$ cat src/rtl/multiplicador_4x4.sv
// Unsigned 4x4 array multiplier with a registered 8-bit product on scalar bit ports.
// Latency: 1 cycle from operand bits to o0..o7, one new product accepted every cycle.
// Backpressure: none; the block always accepts inputs and always presents a product.
//
// Ports:
//   clk            system clock, rising-edge
//   rst            synchronous active-high reset, clears the product register
//   a,b,c,d        operand A bits 3..0 (a is the MSB)
//   e,f,g,h        operand B bits 3..0 (e is the MSB)
//   o0..o7         product bits 7..0 (o0 is the MSB), driven straight from flops
//   par            (only with MULTIPLICADOR_PARITY_EN) XOR of the 8 product bits,
//                  registered in the same stage as o0..o7
module multiplicador_4x4 (
   input  logic clk,
   input  logic rst,
   input  logic a,
   input  logic b,
   input  logic c,
   input  logic d,
   input  logic e,
   input  logic f,
   input  logic g,
   input  logic h,
   output logic o0,
   output logic o1,
   output logic o2,
   output logic o3,
   output logic o4,
   output logic o5,
   output logic o6,
   output logic o7
`ifdef MULTIPLICADOR_PARITY_EN
   ,
   output logic par
`endif
);

   logic [3:0]       op_a;
   logic [3:0]       op_b;
   logic [3:0][3:0]  pp;      // pp[i][j] = A[i] & B[j]
   logic [7:0]       acc;     // running sum of shifted partial-product rows
   logic             carry;
   logic             sum;
   logic [7:0]       prod_q;

   assign op_a = {a, b, c, d};
   assign op_b = {e, f, g, h};

   // Ripple-carry array: row 0 seeds the accumulator, then each row j
   // (weight 2^j) is added with a chain of four full adders. After row j-1
   // the accumulator occupies bits 0..j+3, so the final carry of row j
   // lands in the still-empty bit j+4.
   always_comb begin
      sum   = 1'b0;
      carry = 1'b0;
      for (int i = 0; i < 4; i++) begin
         for (int j = 0; j < 4; j++) begin
            pp[i][j] = op_a[i] & op_b[j];
         end
      end
      acc = {4'b0000, pp[3][0], pp[2][0], pp[1][0], pp[0][0]};
      for (int j = 1; j < 4; j++) begin
         carry = 1'b0;
         for (int k = 0; k < 4; k++) begin
            sum        = acc[j+k] ^ pp[k][j] ^ carry;
            carry      = (acc[j+k] & pp[k][j]) | (carry & (acc[j+k] ^ pp[k][j]));
            acc[j+k]   = sum;
         end
         acc[j+4] = carry;
      end
   end

   always_ff @(posedge clk) begin
      if (rst) begin
         prod_q <= 8'h00;
      end else begin
         prod_q <= acc;
      end
   end

`ifdef MULTIPLICADOR_PARITY_EN
   always_ff @(posedge clk) begin
      if (rst) begin
         par <= 1'b0;
      end else begin
         par <= ^acc;
      end
   end
`endif

   assign o0 = prod_q[7];
   assign o1 = prod_q[6];
   assign o2 = prod_q[5];
   assign o3 = prod_q[4];
   assign o4 = prod_q[3];
   assign o5 = prod_q[2];
   assign o6 = prod_q[1];
   assign o7 = prod_q[0];

endmodule

$ cat config.mk
export PLATFORM = sky130hd
export DESIGN_NAME = multiplicador_4x4
export DESIGN_NICKNAME = d
export VERILOG_FILES = /design/src/rtl/multiplicador_4x4.sv
export SDC_FILE = /design/constraint.sdc
export NUM_CORES = 1
export LEC_CHECK = 0
export ABC_AREA = 1
export CAP_MARGIN = 20
export CELL_PAD_IN_SITES_DETAIL_PLACEMENT = 0
export CELL_PAD_IN_SITES_GLOBAL_PLACEMENT = 1
export CORE_MARGIN = 10
export CORE_UTILIZATION = 31
export DETAILED_ROUTE_END_ITERATION = 8
export GPL_TIMING_DRIVEN = 0
export HOLD_SLACK_MARGIN = 0.12
export PLACE_DENSITY_LB_ADDON = 0.25
export SLEW_MARGIN = 20
export SYNTH_ARGS = -nofsm -noshare
export SYNTH_HDL_FRONTEND = slang
export SYNTH_SLANG_ARGS = --single-unit
export TNS_END_PERCENT = 20
$ cat constraint.sdc
create_clock -name clk -period 5.9 [get_ports clk]
set_clock_uncertainty 0.15 [all_clocks]
set_input_delay 0.885 -clock clk [delete_from_list [all_inputs] [get_ports clk]]
set_output_delay 0.885 -clock clk [all_outputs]
set_load 0.005 [all_outputs]
==> impl_metrics.env, run 1 <==
export IMPL_nFillCells=179
export IMPL_netlist_area_um2=553.0
export IMPL_cts_setup_buffers=0
export IMPL_synth_distinct_cells=8
export IMPL_worst_slack_ps=925.8
export IMPL_row_count=15
export IMPL_layout_drive_gt1_share_pct=9.639
export IMPL_start_util_pct=32.38
export IMPL_clock_path_buffers=2
export IMPL_max_slew_margin_pct=89.89
export IMPL_wl_per_cell_um=8.574
export IMPL_synthCells=64
export IMPL_place_ws_ps=645.9
export IMPL_worstHoldPathType="in2reg"
export IMPL_crit_path_max_fanout=4
export IMPL_total_power_mw=0.1521
export IMPL_vias=399
export IMPL_synthMuxAreaShare_pct=0
export IMPL_die_area_um2=3873
export IMPL_startpoint_type="primary input"
export IMPL_placed_area_um2=744.5
export IMPL_final_nets=107
export IMPL_hold_viol=0
export IMPL_routabilityCongestion=0.6948
export IMPL_viasPerCell=3.694
export IMPL_synth_seq_cells=8
export IMPL_postRouteWirelength_um=926
export IMPL_synthXorXnorAreaFrac_pct=0
export IMPL_drt_iter0_markers=2
export IMPL_core_um2=1708
export IMPL_syn_num_nets=86
export IMPL_finalSetupTns_ps=0
export IMPL_cts_resized=0
export IMPL_cts_sinks=8
export IMPL_root_buffer="clkbuf_4"
export IMPL_regMostFlops="prod_q"
export IMPL_cts_hold_buf=0
export IMPL_firstDrtPassIters=4
export IMPL_diodes=0
export IMPL_synth_fa_ha_area_share_pct=38.01
export IMPL_grt_pass1_wl_um=1711
export IMPL_yosys_area_share_simple_pct=18.10
export IMPL_syn_to_final_growth_pct=38.69
export IMPL_track_usage_pct=5.452
export IMPL_powerDensity_nw_per_um2=198.3
export IMPL_largest_reg_flops=8
export IMPL_final_area_um2=767.0
export IMPL_post_route_drc_count=0
export IMPL_syn_avg_cell_area_um2=8.641
export IMPL_port_buffers=16
export IMPL_reg_top3="prod_q (8)"
export IMPL_clk_pin_slew_ps=50
export IMPL_fmax_mhz=201.0
export IMPL_ios=18
export IMPL_grt_pass1_vias=430
export IMPL_htreeDepth=1
export IMPL_maxCapViolations=0
export IMPL_grt_max_degree=9
export IMPL_cts_tree="built"
export IMPL_worst_slew_pin_slew_ps=151.1
export IMPL_ys_seq_area_share_pct=28.96
export IMPL_postRouteAntennaNets=0
export IMPL_p_leak_nw=0.3942
export IMPL_cts_buffers=3
export IMPL_die_w_um=62.24
export IMPL_finalSetupViolCount=0
export IMPL_outcome="finished, final reports clean"
export IMPL_dp_hpwl_um=880.9
export IMPL_synth_compound_area_share_pct=0
export IMPL_synth_top_family_by_area="adder cells"
export IMPL_dieHeight_um=62.24
export IMPL_fin_crit_ps=4974
export IMPL_crit_path_end_kind="flip-flop"
export IMPL_antenna_found_initial=0
export IMPL_worst_setup_path_type="in2reg"
export IMPL_maxSlewViolCount=0
export IMPL_finalCritPeriodShare_pct=84.31
export IMPL_rsz0062_at_grt="false"
export IMPL_crit_required_ps=5890
export IMPL_cp_arrival_ps=4970
export IMPL_grt_overflow=0
export IMPL_fin_util_pct=44.91
export IMPL_ys_warn_count=0
export IMPL_worst_ir_drop_vdd_mv=0.05810
cell families (layout without fill, tap and decap cells):
logic type,Yosys count,after routing
AND/OR/NAND/NOR,24,24
adder cells (fa/ha/maj),12,12
buffers and inverters,20,39
flip-flops,8,8
synthesized netlist by cell type (all sizes together):
cell | n | share of area (%)
buf | 1 | 2.0
fa | 8 | 29
nor2 | 8 | 7.2
inv | 19 | 13
ha | 4 | 9.1
dfxtp | 8 | 29
nand2 | 16 | 11
final timing paths:
kind / slack (ps) / from / to / depth (start not counted)
setup / recovery: 930 / d / prod_q[6]$_SDFF_PP0_ / 15
hold / removal: 690 / rst / prod_q[4]$_SDFF_PP0_ / 2
per-layer routing:
metal	wire, µm	global-route usage [%]
met1	386	5.242
met2	451	8.718
met3	88	3.226
met4	0	3.429
met5	0	0
cell type report:
type | instances | area [µm²] | area share, %
Sequential cell | 8 | 160.2 | 20.88
Timing Repair Buffer | 16 | 160.2 | 20.88
Multi-Input combinational cell | 36 | 310.3 | 40.46
Clock buffer | 3 | 22.52 | 2.936
Buffer | 1 | 11.26 | 1.468
Tap cell | 25 | 31.28 | 4.078
Inverter | 19 | 71.32 | 9.299
placed cells by master, fill, tap and decap left out:
cell type and count:
nor2_2 4, ha_1 4, clkdlybuf4s50_1 16, nand2_1 16, clkbuf_4 3, nor2_1 4, dfxtp_1 8, inv_1 19
fa_1 8, buf_6 1
worst max-delay path: stages:
cell and delay (ps):
clkdlybuf4s50_1 530, nand2_1 70, inv_1 50, ha_1 140
inv_1 50, fa_1 370, fa_1 480, inv_1 50
fa_1 430, fa_1 390, fa_1 490, inv_1 50
fa_1 430, fa_1 500, nor2_1 40
report_power, final:
group | total [mW] | switching, mW | internal [mW]
registers | 0.0622 | 0.00134 | 0.0609
logic | 0.0512 | 0.0228 | 0.0283
clock network | 0.0387 | 0.0156 | 0.0231
total | 0.152 | 0.0398 | 0.112
metrics by stage:
stage / instances / hold WS [ps]
after global routing: 108 / 675.5
after CTS: 108 / 677.6
after floorplan: 64 / 863.5
final: 108 / 685.8
after detailed placement: 105 / 939.7
after global placement: 105 / 939.4
(Power assumes the default switching activity.)
==> run 2, diff against run 1 <==
Clock period 5.9 ns to 5 ns, I/O delays scaled along.
==> run 2 against run 1 <==
Sequential power increased by 18%. Routed wire length increased by 0.22%. Setup slack got worse by 620 ps. Count of clock-buffer cells in the layout unchanged. Utilization increased by 0.59 points. Non-clock buffer count unchanged. Largest power group unchanged.
==> impl_metrics.env, run 2 (synthesis results as in run 1) <==
export IMPL_outcome="finished, final reports clean"
export IMPL_layout_drive_gt1_share_pct=9.639
export IMPL_die_w_um=62.24
export IMPL_cp_arrival_ps=4690
export IMPL_syn_to_final_growth_pct=40.50
export IMPL_firstDrtPassIters=4
export IMPL_finalSetupViolCount=0
export IMPL_maxCapViolations=0
export IMPL_cts_buffers=3
export IMPL_vias=398
export IMPL_post_route_drc_count=0
export IMPL_antenna_found_initial=0
export IMPL_hold_depth=2
export IMPL_crit_path_end_kind="flip-flop"
export IMPL_postRouteAntennaNets=0
export IMPL_cp_cell_sequence="clkdlybuf4s50_1 > nand2_1 > fa_1 > fa_1 > inv_1 > fa_1 > fa_1 > fa_1 > inv_1 > fa_1 > fa_1 > nor2_1"
export IMPL_hold_path_end="prod_q[4]$_SDFF_PP0_"
export IMPL_place_inst=105
export IMPL_path_common_cell="fa_1"
export IMPL_fin_crit_ps=4694
export IMPL_finalCritPeriodShare_pct=93.87
export IMPL_hold_slack_ps=550.8
export IMPL_intPower_mw=0.1321
export IMPL_start_util_pct=32.38
export IMPL_final_cell_mix="inv_1 (19), nand2_1 (16), clkdlybuf4s50_1 (12)"
export IMPL_die_area_um2=3873
export IMPL_critPathSlowestCell="clkdlybuf4s50_1"
export IMPL_hp_start="rst"
export IMPL_track_usage_pct=5.452
export IMPL_grt_max_degree=9
export IMPL_swShare_pct=26.20
export IMPL_layout_commonest_cell="inv_1"
export IMPL_crit_path_max_fanout=4
export IMPL_power_switching_mw=0.04688
export IMPL_clkPwrFrac_pct=25.5
export IMPL_powerDensity_nw_per_um2=230.3
export IMPL_pwr_share_seq_pct=41.0
export IMPL_worst_slew_pin_slew_ps=159.6
export IMPL_row_count=15
export IMPL_clock_path_buffers=2
export IMPL_routabilityCongestion=0.6948
export IMPL_wl_per_cell_um=8.593
export IMPL_worst_setup_path_type="in2reg"
export IMPL_grt_pass1_vias=430
export IMPL_dp_hpwl_um=880.9
export IMPL_diodes=0
export IMPL_grt_pass1_wl_um=1711
export IMPL_viasPerCell=3.685
export IMPL_worst_ir_drop_vdd_mv=0.06856
export IMPL_core_um2=1708
export IMPL_regMostFlops="prod_q"
export IMPL_worstHoldPathType="in2reg"
export IMPL_cts_tree="built"
export IMPL_grt_overflow=0
export IMPL_final_nets=107
export IMPL_startpoint_type="primary input"
export IMPL_reg_top3="prod_q (8)"
export IMPL_max_slew_margin_pct=89.34
export IMPL_ios=18
export IMPL_hold_viol=0
export IMPL_maxSlewViolCount=0
export IMPL_largest_reg_flops=8
export IMPL_postRouteWirelength_um=928
export IMPL_critPathMaxStageDelay_ps=530
export IMPL_p_leak_nw=0.4308
export IMPL_final_cells=108
export IMPL_htreeDepth=1
export IMPL_port_buffers=16
export IMPL_pwr_share_comb_pct=33.5
export IMPL_dieHeight_um=62.24
export IMPL_fmax_mhz=213.1
export IMPL_rsz0062_at_grt="false"
export IMPL_drt_iter0_markers=2
export IMPL_root_buffer="clkbuf_4"
export IMPL_clk_pin_slew_ps=50
export IMPL_cts_sinks=8
export IMPL_crit_required_ps=4990
## run 2: cell types whose count changed in the layout (fill, tap and decap cells not counted)
| cell | previous run | this run |
|---|---|---|
| clkdlybuf4s50_1 | 16 | 12 |
| dlymetal6s2s_1 | 0 | 4 |
## run 2: power groups by stage
stage	Clock (mW)	Sequential, mW	Combinational (mW)
global route	0.0521	0.0742	0.0708
detailed placement	0	0.0747	0.0624
CTS	0.0485	0.0734	0.0627
finish	0.0456	0.0734	0.0599
global placement	0	0.0746	0.0622
floorplan	0	0.0762	0.0299
## run 2: worst max-delay path by stage
stage          start                   end  slack (ps)  cells after the start
4_1_cts            h  prod_q[6]$_SDFF_PP0_         130                     15
5_1_grt            b  prod_q[6]$_SDFF_PP0_         140                     12
3_5_place_dp       h  prod_q[6]$_SDFF_PP0_        -120                     15
2_1_floorplan      h  prod_q[6]$_SDFF_PP0_         580                     14
6_report           b  prod_q[6]$_SDFF_PP0_         310                     12
3_3_place_gp       h  prod_q[6]$_SDFF_PP0_        -100                     15
## run 2: critical path: cells and delay by family
kind | cells | cell delay [ps]
and+or+nand+nor | 2 | 140
buffers and inverters | 3 | 630
adders and majority gates | 7 | 3150
## run 2: through the flow
stage                     area [µm²]  TNS [ps]  setup slack [ps]  utilization (%)  power, mW
after detailed placement       744.5    -145.0            -119.1            43.59     0.1371
after global placement         744.5    -103.6            -100.6            43.59     0.1368
after floorplan                553.0         0             577.3                -     0.1061
after CTS                      767.0         0             132.6            44.91     0.1846
final                          777.0         0             306.3            45.49     0.1789
after global routing           777.0         0             138.3            45.49     0.1972
## run 2: layout make-up
class                      count  area [µm²]
fill                         177       930.9
clock buffer                   3       22.52
multi-input combinational     36       310.3
tap                           25       31.28
inverter                      19       71.32
timing repair buffer          16       170.2
sequential                     8       160.2
buffer                         1       11.26
## run 2: routing by layer
layer / GRT usage (%) / up-vias / wire (µm)
met5: 0 / - / 0
met4: 3.429 / 0 / 0
met3: 3.226 / 0 / 88
met2: 8.718 / 11 / 453
met1: 5.242 / 173 / 386
li1: - / 214 / -
## run 2: what timing repair did
action,4_1_cts,5_1_grt
endpoints found under the setup margin,0,1
hold buffers,0,0
buffers inserted,0,0
gates resized for setup,0,4
